## src/rtl/oai221_vector_sequencer.sv

```systemverilog
// Sweeps all 32 input vectors of an OAI221 cell, samples ZN after a programmable
// settle time and accumulates a pass/fail verdict with first-failure capture.
module oai221_vector_sequencer #(
    parameter int unsigned SETTLE = 2
) (
    input  logic       CK,
    input  logic       RST,
    input  logic       START,
    input  logic       ABORT,
    input  logic       ZN,
    output logic       A,
    output logic       B1,
    output logic       B2,
    output logic       C1,
    output logic       C2,
    output logic       BUSY,
    output logic       DONE,
    output logic       PASS,
    output logic [5:0] ERR_CNT,
    output logic       FAIL_SEEN,
    output logic [4:0] FIRST_FAIL
);

    typedef enum logic [1:0] {
        S_IDLE,
        S_WAIT,
        S_CHECK,
        S_FINISH
    } state_t;

    localparam logic [3:0] CNT_LAST = 4'(SETTLE - 1);

    state_t     state_q, state_d;
    logic [4:0] idx_q, idx_d;
    logic [3:0] cnt_q, cnt_d;
    logic [4:0] vec_q, vec_d;
    logic       busy_q, busy_d;
    logic       done_q, done_d;
    logic       pass_q, pass_d;
    logic [5:0] err_cnt_q, err_cnt_d;
    logic       fail_seen_q, fail_seen_d;
    logic [4:0] first_fail_q, first_fail_d;
    logic       exp_zn;

    always_comb begin
        state_d      = state_q;
        idx_d        = idx_q;
        cnt_d        = cnt_q;
        done_d       = done_q;
        err_cnt_d    = err_cnt_q;
        fail_seen_d  = fail_seen_q;
        first_fail_d = first_fail_q;
        exp_zn       = ~((idx_q[3] | idx_q[2]) & (idx_q[1] | idx_q[0]) & idx_q[4]);

        case (state_q)
            S_IDLE, S_FINISH: begin
                if (START) begin
                    state_d      = S_WAIT;
                    idx_d        = '0;
                    cnt_d        = '0;
                    done_d       = 1'b0;
                    err_cnt_d    = '0;
                    fail_seen_d  = 1'b0;
                    first_fail_d = '0;
                end
            end
            S_WAIT: begin
                if (ABORT) begin
                    state_d = S_IDLE;
                    done_d  = 1'b0;
                end else if (cnt_q == CNT_LAST) begin
                    state_d = S_CHECK;
                end else begin
                    cnt_d = cnt_q + 4'd1;
                end
            end
            S_CHECK: begin
                if (ABORT) begin
                    state_d = S_IDLE;
                    done_d  = 1'b0;
                end else begin
                    if (ZN != exp_zn) begin
                        err_cnt_d = err_cnt_q + 6'd1;
                        if (!fail_seen_q) begin
                            fail_seen_d  = 1'b1;
                            first_fail_d = idx_q;
                        end
                    end
                    if (idx_q == 5'd31) begin
                        state_d = S_FINISH;
                        done_d  = 1'b1;
                    end else begin
                        idx_d   = idx_q + 5'd1;
                        cnt_d   = '0;
                        state_d = S_WAIT;
                    end
                end
            end
            default: state_d = S_IDLE;
        endcase

        // Outputs are derived from the next state so every port is a plain flop.
        busy_d = (state_d == S_WAIT) || (state_d == S_CHECK);
        vec_d  = busy_d ? idx_d : '0;
        pass_d = done_d && (err_cnt_d == '0);
    end

    always_ff @(posedge CK or posedge RST) begin
        if (RST) begin
            state_q      <= S_IDLE;
            idx_q        <= '0;
            cnt_q        <= '0;
            vec_q        <= '0;
            busy_q       <= 1'b0;
            done_q       <= 1'b0;
            pass_q       <= 1'b0;
            err_cnt_q    <= '0;
            fail_seen_q  <= 1'b0;
            first_fail_q <= '0;
        end else begin
            state_q      <= state_d;
            idx_q        <= idx_d;
            cnt_q        <= cnt_d;
            vec_q        <= vec_d;
            busy_q       <= busy_d;
            done_q       <= done_d;
            pass_q       <= pass_d;
            err_cnt_q    <= err_cnt_d;
            fail_seen_q  <= fail_seen_d;
            first_fail_q <= first_fail_d;
        end
    end

    assign A          = vec_q[4];
    assign B1         = vec_q[3];
    assign B2         = vec_q[2];
    assign C1         = vec_q[1];
    assign C2         = vec_q[0];
    assign BUSY       = busy_q;
    assign DONE       = done_q;
    assign PASS       = pass_q;
    assign ERR_CNT    = err_cnt_q;
    assign FAIL_SEEN  = fail_seen_q;
    assign FIRST_FAIL = first_fail_q;

endmodule
```

## config.mk

```make
export PLATFORM = sky130hd
export DESIGN_NAME = oai221_vector_sequencer
export DESIGN_NICKNAME = d
export VERILOG_FILES = /design/src/rtl/oai221_vector_sequencer.sv
export SDC_FILE = /design/constraint.sdc
export NUM_CORES = 1
export LEC_CHECK = 0
export CAP_MARGIN = 10
export CORE_ASPECT_RATIO = 1.5
export CORE_MARGIN = 4
export CORE_UTILIZATION = 30
export CTS_CLUSTER_SIZE = 30
export DETAILED_ROUTE_END_ITERATION = 10
export PLACE_DENSITY = 0.51
export SETUP_SLACK_MARGIN = 0.2
export SKIP_CTS_REPAIR_TIMING = 1
export SLEW_MARGIN = 30
export SYNTH_ARGS = -nofsm -noshare
export SYNTH_HDL_FRONTEND = slang
export SYNTH_SLANG_ARGS = --single-unit
```

## constraint.sdc

```tcl
create_clock -name CK -period 4.6 [get_ports CK]
set_input_delay 1.15 -clock CK [delete_from_list [all_inputs] [get_ports CK]]
set_output_delay 1.15 -clock CK [all_outputs]
set_load 0.005 [all_outputs]
```

== Word-level counts from Yosys, hierarchy flattened ==
Index checks and enable logic that the tools add are counted.

* Reduce and logical (&&, ||, !) cells: 9
* Add/sub/neg operators: 3
* Mux-type cells: 35
* Equality and inequality tests: 15
* Bitwise logic cells: 5

{| class="wikitable"
|+ Operators with widths
! operator !! count
|-
| $mux W5 || 8
|-
| $mux W4 || 5
|-
| $pmux W5 S2 || 2
|-
| $mux W6 || 3
|-
| $ne A2 B2 Y1 const B || 7
|-
| $pmux W4 S3 || 1
|-
| $pmux W6 S2 || 1
|-
| $mux W2 || 5
|-
| $reduce_and A5 Y1 || 2
|-
| $mux W1 || 7
|-
| $add A6 B1 Y6 const B || 1
|-
| $eq A2 B2 Y1 const B || 3
|-
| $logic_not A6 Y1 || 1
|-
| $pmux W2 S3 || 1
|-
| $add A5 B1 Y5 const B || 1
|-
| $eq A5 B5 Y1 const B || 1
|-
| $add A4 B1 Y4 const B || 1
|-
| $eq A2 B1 Y1 const B || 2
|-
| $eq A4 B1 Y1 const B || 1
|-
| $reduce_and A4 Y1 || 1
|-
| $pmux W1 S3 || 1
|-
| $and A1 B1 Y1 || 2
|-
| $logic_not A2 Y1 || 1
|-
| $or A1 B1 Y1 || 2
|-
| other kinds (7) || 7
|}

* Output and inout bits: 20
* Bits in registers: 31

== Logic depth before layout (Yosys ltp) ==
* Word-level depth: 10
* Depth in mapped cells: 9

== Least setup slack after synthesis ==
Ideal clock, no wire load.

* Path type: input to register
* Start: in ABORT
* End: reg pass_q, in the netlist PASS
* Path buffers: 1
* Setup slack: 2.071 ns
* Data required time: 4.504 ns
* Stages on the path: 6
* Setup time: 0.096 ns
* Data arrival time: 2.433 ns
* Cell sequence: buf_2 nand3b_1 or3_4 a31o_2 a221o_1 nor4_2

* Cells in the longest elaborated chain, start to end: 4

{| class="wikitable"
|+ Ends and longest elaborated chain
! what !! RTL line !! source
|-
| from (decl) || 9 || <nowiki>input logic ABORT,</nowiki>
|-
| $mux W6 || 78 || <nowiki>if (ABORT) begin</nowiki>
|-
| $pmux W6 S2 || 55 || <nowiki>case (state_q)</nowiki>
|-
| $logic_not A6 Y1 || 105 || <nowiki>pass_d = done_d && (err_cnt_d == '0);</nowiki>
|-
| $logic_and A1 B1 Y1 * || 105 ||
|-
| net pass_d || 39 || <nowiki>logic pass_q, pass_d;</nowiki>
|-
| to (signal assigned) || 127 || <nowiki>pass_q <= pass_d;</nowiki>
|-
| to (decl) || 39 ||
|}

The timed path passes the listed nets; every way through them passes the cells marked *.
A chain may end at the register's enable or synchronous reset.

== Worst setup path after layout ==
* Start: in ABORT
* End: reg vec_q[2]

* Cells in the longest elaborated chain, start to end: 5

{| class="wikitable"
|+ Ends and longest elaborated chain
! what !! RTL line !! source
|-
| $mux W2 (on tied branches) || 78, 68 ||
|-
| $pmux W2 S3 * || 55 ||
|-
| net state_d[0] || 33 || <nowiki>state_t state_q, state_d;</nowiki>
|-
| $eq A2 B1 Y1 or $eq A2 B2 Y1 (tied branches) || 103 || <nowiki>busy_d = (state_d == S_WAIT) || (state_d == S_CHECK);</nowiki>
|-
| $logic_or A1 B1 Y1 * || 103 ||
|-
| $mux W5 * || 104 || <nowiki>vec_d = busy_d ? idx_d : '0;</nowiki>
|-
| net vec_d[2] || 36 || <nowiki>logic [4:0] vec_q, vec_d;</nowiki>
|-
| to (signal assigned) || 124 || <nowiki>vec_q <= vec_d;</nowiki>
|-
| to (decl) || 36 ||
|}

Marked as above.

==> parameters.txt <==
Parameter                              Value

Run status
  Outcome ... finished clean

Synth
  Asr flop ratio synth ... 100%
  Post-Synthesis Cell Area ... 0.00175 mm2
  Count of cell types in the netlist ... 54
  Number of warnings issued by yosys ... 0
  Post-Synthesis Net Count ... 197
  Number of standard cells after synthesis ... 185
  Commonest register cell after synthesis ... sky130_fd_sc_hd__dfrtp_1
  Post-synthesis average cell area ... 9.48 um2
  Part of the Yosys area used for sequential elements ... 44.2%
  Register bit total from synthesis ... 31
  Number of enable-type register cells in the synthesized netlist ... 0

STA
  Final setup violation count ... 0
  Max-slew violation count ... 0
  Final Critical Period ... 2.85 ns
  Final hold violations ... 0
  Worst slew margin relative to its limit ... 49.4%
  Post-route clock skew ... 0.00336 ns
  Post-route setup TNS ... 0 ns
  Unrepaired setup endpoints after global routing ... false
  Slew @ Worst Pin ... 0.758 ns
  Period utilisation layout ... 62.1%
  Peak clock frequency supported by timing ... 0.350 GHz

Critical path
  Worst reg2reg path startpoint ... state_q[0]$_DFF_PP0_
  Worst r2r dst ... PASS$_DFF_PP0_
  Flop-to-flop setup slack ... 2.09 ns
  Critical path class ... primary input to register
  Setup crit end ... vec_q[2]$_DFF_PP0_
  Category of the worst setup path launch point ... primary input
  Largest fanout on the critical path ... 9
  Worst Setup SP ... ABORT
  Worst Path Required ... 4.74 ns
  R2R depth ... 8
  Crit path capture type ... register
  Data arrival time of the critical path ... 2.99 ns

Final layout
  Count of inserted antenna diode cells ... 0
  Number of nets at the end of the flow ... 222
  Multi-input logic area ... 868 um2
  Area occupied by registers ... 776 um2
  Commonest cells after routing, fill and taps aside ... sky130_fd_sc_hd__dfrtp_1, sky130_fd_sc_hd__clkdlybuf4s50_1, sky130_fd_sc_hd__nand2_1
  Proportion of layout cells with a drive suffix above 1 ... 11.4%
  Area of all placed cells without fillers ... 0.00216 mm2
  Most common library cell in the layout ignoring fill and taps ... sky130_fd_sc_hd__dfrtp_1
  Growth of design area from synthesis to finish ... 23.4%
  Final core occ ... 38.8%
  Filler cells ... 576

Route
  DRC marker count from the first detailed-route iteration ... 68
  Via density per instance ... 5.03
  DR DRC count ... 0
  Number of antenna-violating nets in the routed design ... 0
  Post-detailed-routing wire length ... 4080 um
  First-pass detailed-route iteration total ... 4
  Number of vias after detailed routing ... 1414
  Per-cell routed wire length ... 14.5 um

Clock network
  Worst-skew pair later-pin latency ... 0.28 ns
  Number of buffers added by the clock tree synthesis step ... 5
  Maximum level of the CTS H-tree ... 2
  Clock tree root driver cell ... sky130_fd_sc_hd__clkbuf_8
  Number of clock sinks seen by CTS ... 31
  Clock transition at the registers of the reported paths ... 0.07 ns
  Clock tree from TritonCTS ... done
  Number of buffers on the longest clock path ... 2

Placement
  Number of I/O port buffers ... 24
  Post-detailed-placement half-perimeter wirelength ... 2980 um
  Weighted congestion reported at the end of routability-driven placement ... 0.778
  Placed Area ... 0.00205 mm2

Global routing
  Wire length of the first global-routing pass ... 6950 um
  Pin count of the biggest net entering global routing ... 32
  Number of antenna violations at the first check in global routing ... 0
  Overflow left after global routing ... 0
  GR Util All Layers ... 12.6%
  Number of global-route vias before repair ... 1438

Floorplanning
  DIE HEIGHT ... 102 um
  Initial standard-cell utilization of the core ... 31.5%
  DIE AREA ... 0.00716 mm2
  Ports placed on the boundary ... 25
  Placement Rows ... 33
  Area inside the core boundary ... 0.00557 mm2
  Die span in x ... 70.4 um

Job
  Number of max-capacitance violations reported ... 0

Min path
  Number of instances on the worst hold path ... 2
  HP Class ... register to register
  Worst Min Path Start ... FIRST_FAIL[2]$_DFFE_PP0P_

Power and ir drop
  Worst vdd ir ... 207 uV
  Power density normalized to cell area ... 410 mW/mm2
  Leakage power summed over all cells ... 0.916 nW
## logic make-up (layout without fill, tap and decap cells)
kind of cell | Yosys count | count (layout) | share of synthesized area [%]
compound gates | 45 | 45 | 17.9
mux | 7 | 7 | 4.07
simple gates | 67 | 67 | 21.0
xor+xnor | 3 | 3 | 1.50
fa+ha+maj | 7 | 7 | 4.99
flops | 31 | 31 | 44.2
buf+inv | 25 | 51 | 6.28
## flip-flops by register name, summed over array words and instances, names as in the netlist
register / cells
BUSY: 1
DONE: 1
ERR_CNT: 6
FAIL_SEEN: 1
FIRST_FAIL: 5
PASS: 1
cnt_q: 4
idx_q: 5
state_q: 2
vec_q: 5
## area by class of cell
cell class	count	area share, %
multi-input cells	129	40.1
repair buffers	25	11.4
inverters	18	3.12
well taps	70	4.05
clock buffers	6	3.82
flip-flops and latches	31	35.8
clock inverters	2	1.62
## Yosys cell counts, types with 4 or more instances
master	count	share of area (%)
sky130_fd_sc_hd__dfrtp_1	31	44
sky130_fd_sc_hd__nand2_1	20	4.3
sky130_fd_sc_hd__inv_1	18	3.9
sky130_fd_sc_hd__a21oi_1	12	3.4
sky130_fd_sc_hd__nor2_1	12	2.6
sky130_fd_sc_hd__ha_1	7	5.0
sky130_fd_sc_hd__o21ai_0	7	2.0
sky130_fd_sc_hd__mux2i_1	6	3.4
sky130_fd_sc_hd__buf_2	4	1.1
sky130_fd_sc_hd__nand4_1	4	1.4
sky130_fd_sc_hd__nor2b_1	4	1.4
sky130_fd_sc_hd__o22ai_1	4	1.4
## metrics by stage
step	hold slack, ns	instances	power, mW	setup slack, ns
2_1_floorplan	0.514	185	0.532	2.07
3_3_place_gp	0.505	273	0.617	1.49
3_5_place_dp	0.510	273	0.614	1.42
4_1_cts	0.525	281	0.901	1.73
5_1_grt	0.536	281	0.948	1.55
6_report	0.520	281	0.886	1.75
## worst min-delay path by stage
stage                                      endpoint  slack [ns]
after global placement    FIRST_FAIL[2]$_DFFE_PP0P_        0.51
after CTS                 FIRST_FAIL[2]$_DFFE_PP0P_        0.53
after floorplan           FIRST_FAIL[0]$_DFFE_PP0P_        0.51
final                     FIRST_FAIL[2]$_DFFE_PP0P_        0.52
after global routing      FIRST_FAIL[2]$_DFFE_PP0P_        0.54
after detailed placement  FIRST_FAIL[2]$_DFFE_PP0P_        0.51
## power by group
| group | total, mW | internal, mW | switching, mW |
|---|---|---|---|
| sequential | 0.314 | 0.295 | 0.0187 |
| clock | 0.282 | 0.175 | 0.106 |
| combinational | 0.291 | 0.107 | 0.184 |
## critical path, cell delays in order
cell,delay (ns)
sky130_fd_sc_hd__clkdlybuf4s50_1,0.64
sky130_fd_sc_hd__inv_1,0.20
sky130_fd_sc_hd__a211oi_1,0.28
sky130_fd_sc_hd__a21oi_1,0.10
sky130_fd_sc_hd__xnor2_1,0.49
sky130_fd_sc_hd__nor3_1,0.14
## layer usage
metal	track usage, %	wire length [um]	vias up
li1	-	-	701
met2	22.4	2100	24
met5	0	0	-
met4	6.64	93	0
met1	14.0	1770	684
met3	2.48	120	5
Power figures use the tool's default switching activity.
